[config.mk]
export PLATFORM = sky130hd
export DESIGN_NAME = mul_seq
export DESIGN_NICKNAME = d
export VERILOG_FILES = /design/src/rtl/mul_seq.sv
export SDC_FILE = /design/constraint.sdc
export NUM_CORES = 1
export LEC_CHECK = 0
export ABC_CLOCK_PERIOD_IN_PS = 8600
export CORE_ASPECT_RATIO = 0.9
export CORE_MARGIN = 2
export CORE_UTILIZATION = 33
export CTS_CLUSTER_SIZE = 30
export DETAILED_ROUTE_END_ITERATION = 16
export PLACE_DENSITY_LB_ADDON = 0.12
export REMOVE_ABC_BUFFERS = 1
export SLEW_MARGIN = 10
export SYNTH_ARGS = -nofsm -noshare
export SYNTH_HDL_FRONTEND = slang
export SYNTH_SLANG_ARGS = --single-unit
[constraint.sdc]
create_clock -name clk -period 8.6 [get_ports clk]
set_clock_uncertainty 0.15 [all_clocks]
set_input_delay 1.72 -clock clk [delete_from_list [all_inputs] [get_ports clk]]
set_output_delay 1.72 -clock clk [all_outputs]
set_load 0.02 [all_outputs]
[src/rtl/mul_seq.sv]
// mul_seq - sequential signed shift-add multiplier.
//
// One partial product per clock on operand magnitudes, sign applied at the end.
// Start is accepted only in IDLE; the result appears WIDTH+1 edges later with a
// one-cycle done pulse.
//
// Ports:
//   clk    : clock, all state changes on the rising edge
//   rst_n  : synchronous active-low reset
//   A, B   : WIDTH-bit signed operands, sampled on an accepted start
//   start  : multiply request, ignored while busy
//   S      : 2*WIDTH-bit signed product register, held until next completion
//   busy   : high while an operation is in progress
//   done   : one-cycle pulse, S valid in the same cycle
module mul_seq #(
  parameter int WIDTH = 16
) (
  input  logic                        clk,
  input  logic                        rst_n,
  input  logic signed [WIDTH-1:0]     A,
  input  logic signed [WIDTH-1:0]     B,
  input  logic                        start,
  output logic signed [2*WIDTH-1:0]   S,
  output logic                        busy,
  output logic                        done
);

  localparam int CW = $clog2(WIDTH + 1);

  typedef enum logic [1:0] {IDLE, RUN, FIX} state_t;

  state_t                     state_q, state_d;
  logic [WIDTH-1:0]           mcand_q, mcand_d;
  logic [WIDTH-1:0]           mplier_q, mplier_d;
  logic [2*WIDTH-1:0]         p_q, p_d;
  logic [CW-1:0]              count_q, count_d;
  logic                       sign_q, sign_d;
  logic signed [2*WIDTH-1:0]  s_q, s_d;
  logic                       busy_q, busy_d;
  logic                       done_q, done_d;

  logic [WIDTH:0]             addend;
  logic [WIDTH:0]             sum;

  // Unsigned magnitude; the most negative value maps onto 2^(WIDTH-1).
  function automatic logic [WIDTH-1:0] magnitude(input logic [WIDTH-1:0] x);
    return x[WIDTH-1] ? (~x + 1'b1) : x;
  endfunction

  // Two's-complement negate on request; -0 stays 0 naturally.
  function automatic logic signed [2*WIDTH-1:0] apply_sign(input logic neg,
                                                          input logic [2*WIDTH-1:0] mag);
    logic [2*WIDTH-1:0] r;
    r = neg ? (~mag + 1'b1) : mag;
    return $signed(r);
  endfunction

  // Upper half plus multiplicand, keeping the carry as bit WIDTH.
  assign addend = mplier_q[0] ? {1'b0, mcand_q} : '0;
  assign sum    = {1'b0, p_q[2*WIDTH-1:WIDTH]} + addend;

  always_comb begin
    state_d  = state_q;
    mcand_d  = mcand_q;
    mplier_d = mplier_q;
    p_d      = p_q;
    count_d  = count_q;
    sign_d   = sign_q;
    s_d      = s_q;
    busy_d   = busy_q;
    done_d   = 1'b0;
    case (state_q)
      IDLE: begin
        if (start) begin
          mcand_d  = magnitude(A);
          mplier_d = magnitude(B);
          sign_d   = A[WIDTH-1] ^ B[WIDTH-1];
          p_d      = '0;
          count_d  = CW'(WIDTH);
          busy_d   = 1'b1;
          state_d  = RUN;
        end
      end
      RUN: begin
        // Shift {carry, P} right by one after the conditional add.
        p_d      = {sum, p_q[WIDTH-1:1]};
        mplier_d = mplier_q >> 1;
        count_d  = count_q - 1'b1;
        if (count_q == CW'(1)) state_d = FIX;
      end
      FIX: begin
        s_d     = apply_sign(sign_q, p_q);
        done_d  = 1'b1;
        busy_d  = 1'b0;
        state_d = IDLE;
      end
      default: begin
        busy_d  = 1'b0;
        state_d = IDLE;
      end
    endcase
  end

  always_ff @(posedge clk) begin
    if (!rst_n) begin
      state_q  <= IDLE;
      mcand_q  <= '0;
      mplier_q <= '0;
      p_q      <= '0;
      count_q  <= '0;
      sign_q   <= 1'b0;
      s_q      <= '0;
      busy_q   <= 1'b0;
      done_q   <= 1'b0;
    end else begin
      state_q  <= state_d;
      mcand_q  <= mcand_d;
      mplier_q <= mplier_d;
      p_q      <= p_d;
      count_q  <= count_d;
      sign_q   <= sign_d;
      s_q      <= s_d;
      busy_q   <= busy_d;
      done_q   <= done_d;
    end
  end

  assign S    = s_q;
  assign busy = busy_q;
  assign done = done_q;

endmodule

==> run_results.csv <==
group,metric,value,unit
logic_synthesis,synth-async-reset-ratio,0,
worst_setup_path,path_class,"in2reg",
run,timing.max_cap.violations,0,
layout,drive_gt1_frac,0.0674,
min_path,holdPathStages,2,
outcome,status,"completed",
layout,utilization,0.405,
global_route,grtUsageTotal,0.152,
worst_setup_path,r2r.worst_path.cells,11,
floorplan,ios,69,
drt,via_per_inst,5.14,
drt,drtPass1Iterations,6,
min_path,worstHoldEndpoint,"S[31]$_SDFFE_PN0P_",
logic_synthesis,yosysWarnings,0,
timing,hold_ws,0.298,ns
floorplan,rows,45,
place,dp.cells,907,
power,power_leakage,2.57,nW
clock_tree,clockBufferDepth,2,
logic_synthesis,avgSynthCellArea,8.58,sq um
worst_setup_path,slowest_stage,"clkdlybuf4s50_1",
global_route,antenna_found_initial,0,
power,p_seq_frac,0.496,
floorplan,initial_core_util,0.335,
clock_tree,ctsResizeCount,0,
worst_setup_path,startpoint,"A[0]",
logic_synthesis,synth_edf_count,0,
drt,top_layer_used,"met4",
layout,area_growth,20.9,%
clock_tree,htree_levels,3,
layout,nets,764,
worst_setup_path,timing.rr.end,"p_q[29]$_SDFFE_PN0P_",
timing,worst_pin_slew,0.671,ns
layout,stdcell_count,923,
power,switchingPower,278,uW
place,routabilityCongestion,0.790,
power,power.internal,778,uW
global_route,overflow,0,
power,switching_share,0.263,
timing,fin_crit,3.89,ns
clock_tree,cts_setup_buffers,0,
clock_tree,cts.sinks,106,
worst_setup_path,worstPathArrival,4.02,ns
global_route,grt_pass1_wl,22.3,mm
logic_synthesis,yosys_most_used_dff,"dfxtp_1",
layout,multi_input_area,0.00332,sq mm
power,pwr_density_cell,155,mW/mm^2
layout,antennaDiodeCount,0,
timing,hold_viol,0,
logic_synthesis,yosysSeqAreaShare,0.377,
floorplan,die_area,0.0181,sq mm
timing,setup_violations,0,
worst_setup_path,cp-start-kind,"input port",
drt,m1WireLength,7.03,mm
place,io_buffers,68,
logic_synthesis,yosys.area.top_type,"dfxtp_1",
power,combPwrFrac,0.136,
worst_setup_path,slowest_delay,0.46,ns
worst_setup_path,end_kind,"register",
floorplan,die_y,128,microns
global_route,grt_max_degree,54,
drt,postRouteAntennaNets,0,
floorplan,core-area,0.0168,sq mm
clock_tree,clock_latency,0.35,ns
drt,drt-initial-drc-count,240,
logic_synthesis,synth_area,0.00562,sq mm
global_route,grt_pass1_vias,4458,
floorplan,die_w,142,microns
logic_synthesis,synth.distinct_cells,56,
layout,nFillCells,1693,
timing,tns,0,ns
drt,drc,0,
timing,fin_crit_sh,0.452,
logic_synthesis,syn_inst,655,
timing,relSlewSlack,0.553,
worst_setup_path,crit-reg2reg-launch,"mplier_q[0]$_SDFFE_PN0P_",
timing,drv_slew,0,
logic_synthesis,synth-seq-cells,106,
logic_synthesis,synthTopCellsByArea,"dfxtp_1, xor2_1, ha_1, nand2_1, nor2_1",
clock_tree,cts_tree,"done",
timing,grt_setup_unrepaired,"false",
timing,max_freq,0.257,GHz
worst_setup_path,crit_fanout,3,
min_path,min_from,"S[31]$_SDFFE_PN0P_",
power,peakVddDrop,0.0932,mV
clock_tree,cts_hold_buf,0,
drt,routed_wl,13.2,mm
clock_tree,cts_root_buf,"clkbuf_16",
layout,ff_latch_area,0.00212,sq mm
worst_setup_path,cp.required,8.73,ns
worst_setup_path,path_cells,"clkdlybuf4s50_1 -> inv_1 -> ha_1 -> or3b_2 -> o31ai_1 -> nand2_1 -> a21oi_1 -> xnor2_1 -> nand2_1 -> a21oi_1",
logic_synthesis,synth_top_cell_area_share,0.377,
clock_tree,cts_inserted_buffers,9,
min_path,holdCritPathClass,"reg2reg",
drt,wl_met2,5.49,mm
power,p_clk_frac,0.368,
drt,dr_wl_met3,484,microns
drt,wl_per_cell,14.3,microns
drt,via_count,4740,
worst_setup_path,r2r_slack,5.24,ns
clock_tree,clk_pin_slew,0.07,ns
place,dp_hpwl,9.56,mm
placed cells by master (no fill, tap or decap), types with 6 or more instances in the layout:
cell type	synthesis	final
clkbuf_16	0	9
a21oi_1	37	37
o31ai_1	6	6
o21ai_0	43	43
a21o_1	7	7
nand2b_1	6	6
nand3_1	6	6
buf_4	0	7
a211oi_1	23	23
o41ai_2	6	6
a222oi_1	14	14
nor3_1	9	8
and2_1	16	15
ha_1	21	21
a22o_1	17	17
clkdlybuf4s50_1	0	68
o21ai_1	18	18
or3_1	9	9
xnor2_1	24	24
dfxtp_1	106	106
nor2_1	61	61
xor2_1	42	42
inv_1	18	18
nand2_1	67	67
cell type report:
class / count / share of cell area
Multi-Input combinational cell: 495 / 0.488
Sequential cell: 106 / 0.312
Timing Repair Buffer: 76 / 0.110
Tap cell: 211 / 0.0389
Clock buffer: 13 / 0.0368
Inverter: 19 / 0.0105
Clock inverter: 3 / 0.00331
Yosys cell counts, types with 5 or more instances:
cell      count
nand2b_1      6
xor2_1       42
inv_1        18
nand3_1       6
xnor2_1      24
o31ai_2       5
or3_1         9
o21ai_0      43
nor2_1       61
nor3_1        9
ha_1         21
a211oi_1     23
o21ai_1      18
a32o_1        5
a22o_1       17
nand2_1      67
and2_1       16
or4_1         5
dfxtp_1     106
a21o_1        7
a21oi_1      37
clkbuf_1     32
a222oi_1     14
o31ai_1       6
o41ai_2       6
power groups by stage:
stage	combinational [mW]	clock (mW)	sequential, mW
after floorplan	0.0843	0	0.536
after global placement	0.142	0	0.535
after detailed placement	0.145	0	0.535
after CTS	0.145	0.407	0.524
after global routing	0.161	0.425	0.527
final	0.144	0.388	0.524
through the flow:
step / area [sq um] / worst slack (ns) / total power, mW
detailed placement: 6520 / 4.36 / 0.680
global route: 6800 / 4.48 / 1.11
floorplan: 5490 / 3.79 / 0.621
finish: 6800 / 4.71 / 1.06
CTS: 6790 / 4.73 / 1.08
global placement: 6500 / 4.45 / 0.677
cell families (layout without fill, tap and decap cells):
kind of cell / count (synthesis) / after routing / share of synthesized area
adders and majority gates: 22 / 22 / 0.0503
buffers and inverters: 54 / 111 / 0.0363
and+or+nand+nor: 211 / 211 / 0.187
AOI/OAI and AO/OA: 196 / 196 / 0.246
DFF: 106 / 106 / 0.377
xor gates and xnor gates: 66 / 66 / 0.103
worst max-delay path, delay by kind of cell:
kind / cells / cell delay [ns]
fa+ha+maj: 1 / 0.16
compound gates: 3 / 0.74
simple gates: 3 / 0.71
buf+inv: 2 / 0.55
xor+xnor: 1 / 0.13
worst max-delay path by stage:
stage,endpoint,slack (ns)
floorplan,mcand_q[15]$_SDFFE_PN0P_,3.79
global placement,mcand_q[12]$_SDFFE_PN0P_,4.45
detailed placement,mcand_q[14]$_SDFFE_PN0P_,4.36
CTS,mcand_q[14]$_SDFFE_PN0P_,4.73
global route,mcand_q[12]$_SDFFE_PN0P_,4.48
finish,mcand_q[14]$_SDFFE_PN0P_,4.71
flip-flops by register name, summed over array words and instances (netlist names):
name,flops
state_q,2
mplier_q,16
sign_q,1
busy,1
p_q,32
mcand_q,16
count_q,5
done,1
S,32
metal layers:
metal	up-vias	GRT usage
met1	2177	0.218
li1	2473	-
met5	-	0
met4	0	0.0424
met3	9	0.0318
met2	81	0.229
Power figures use the tool's default switching activity.
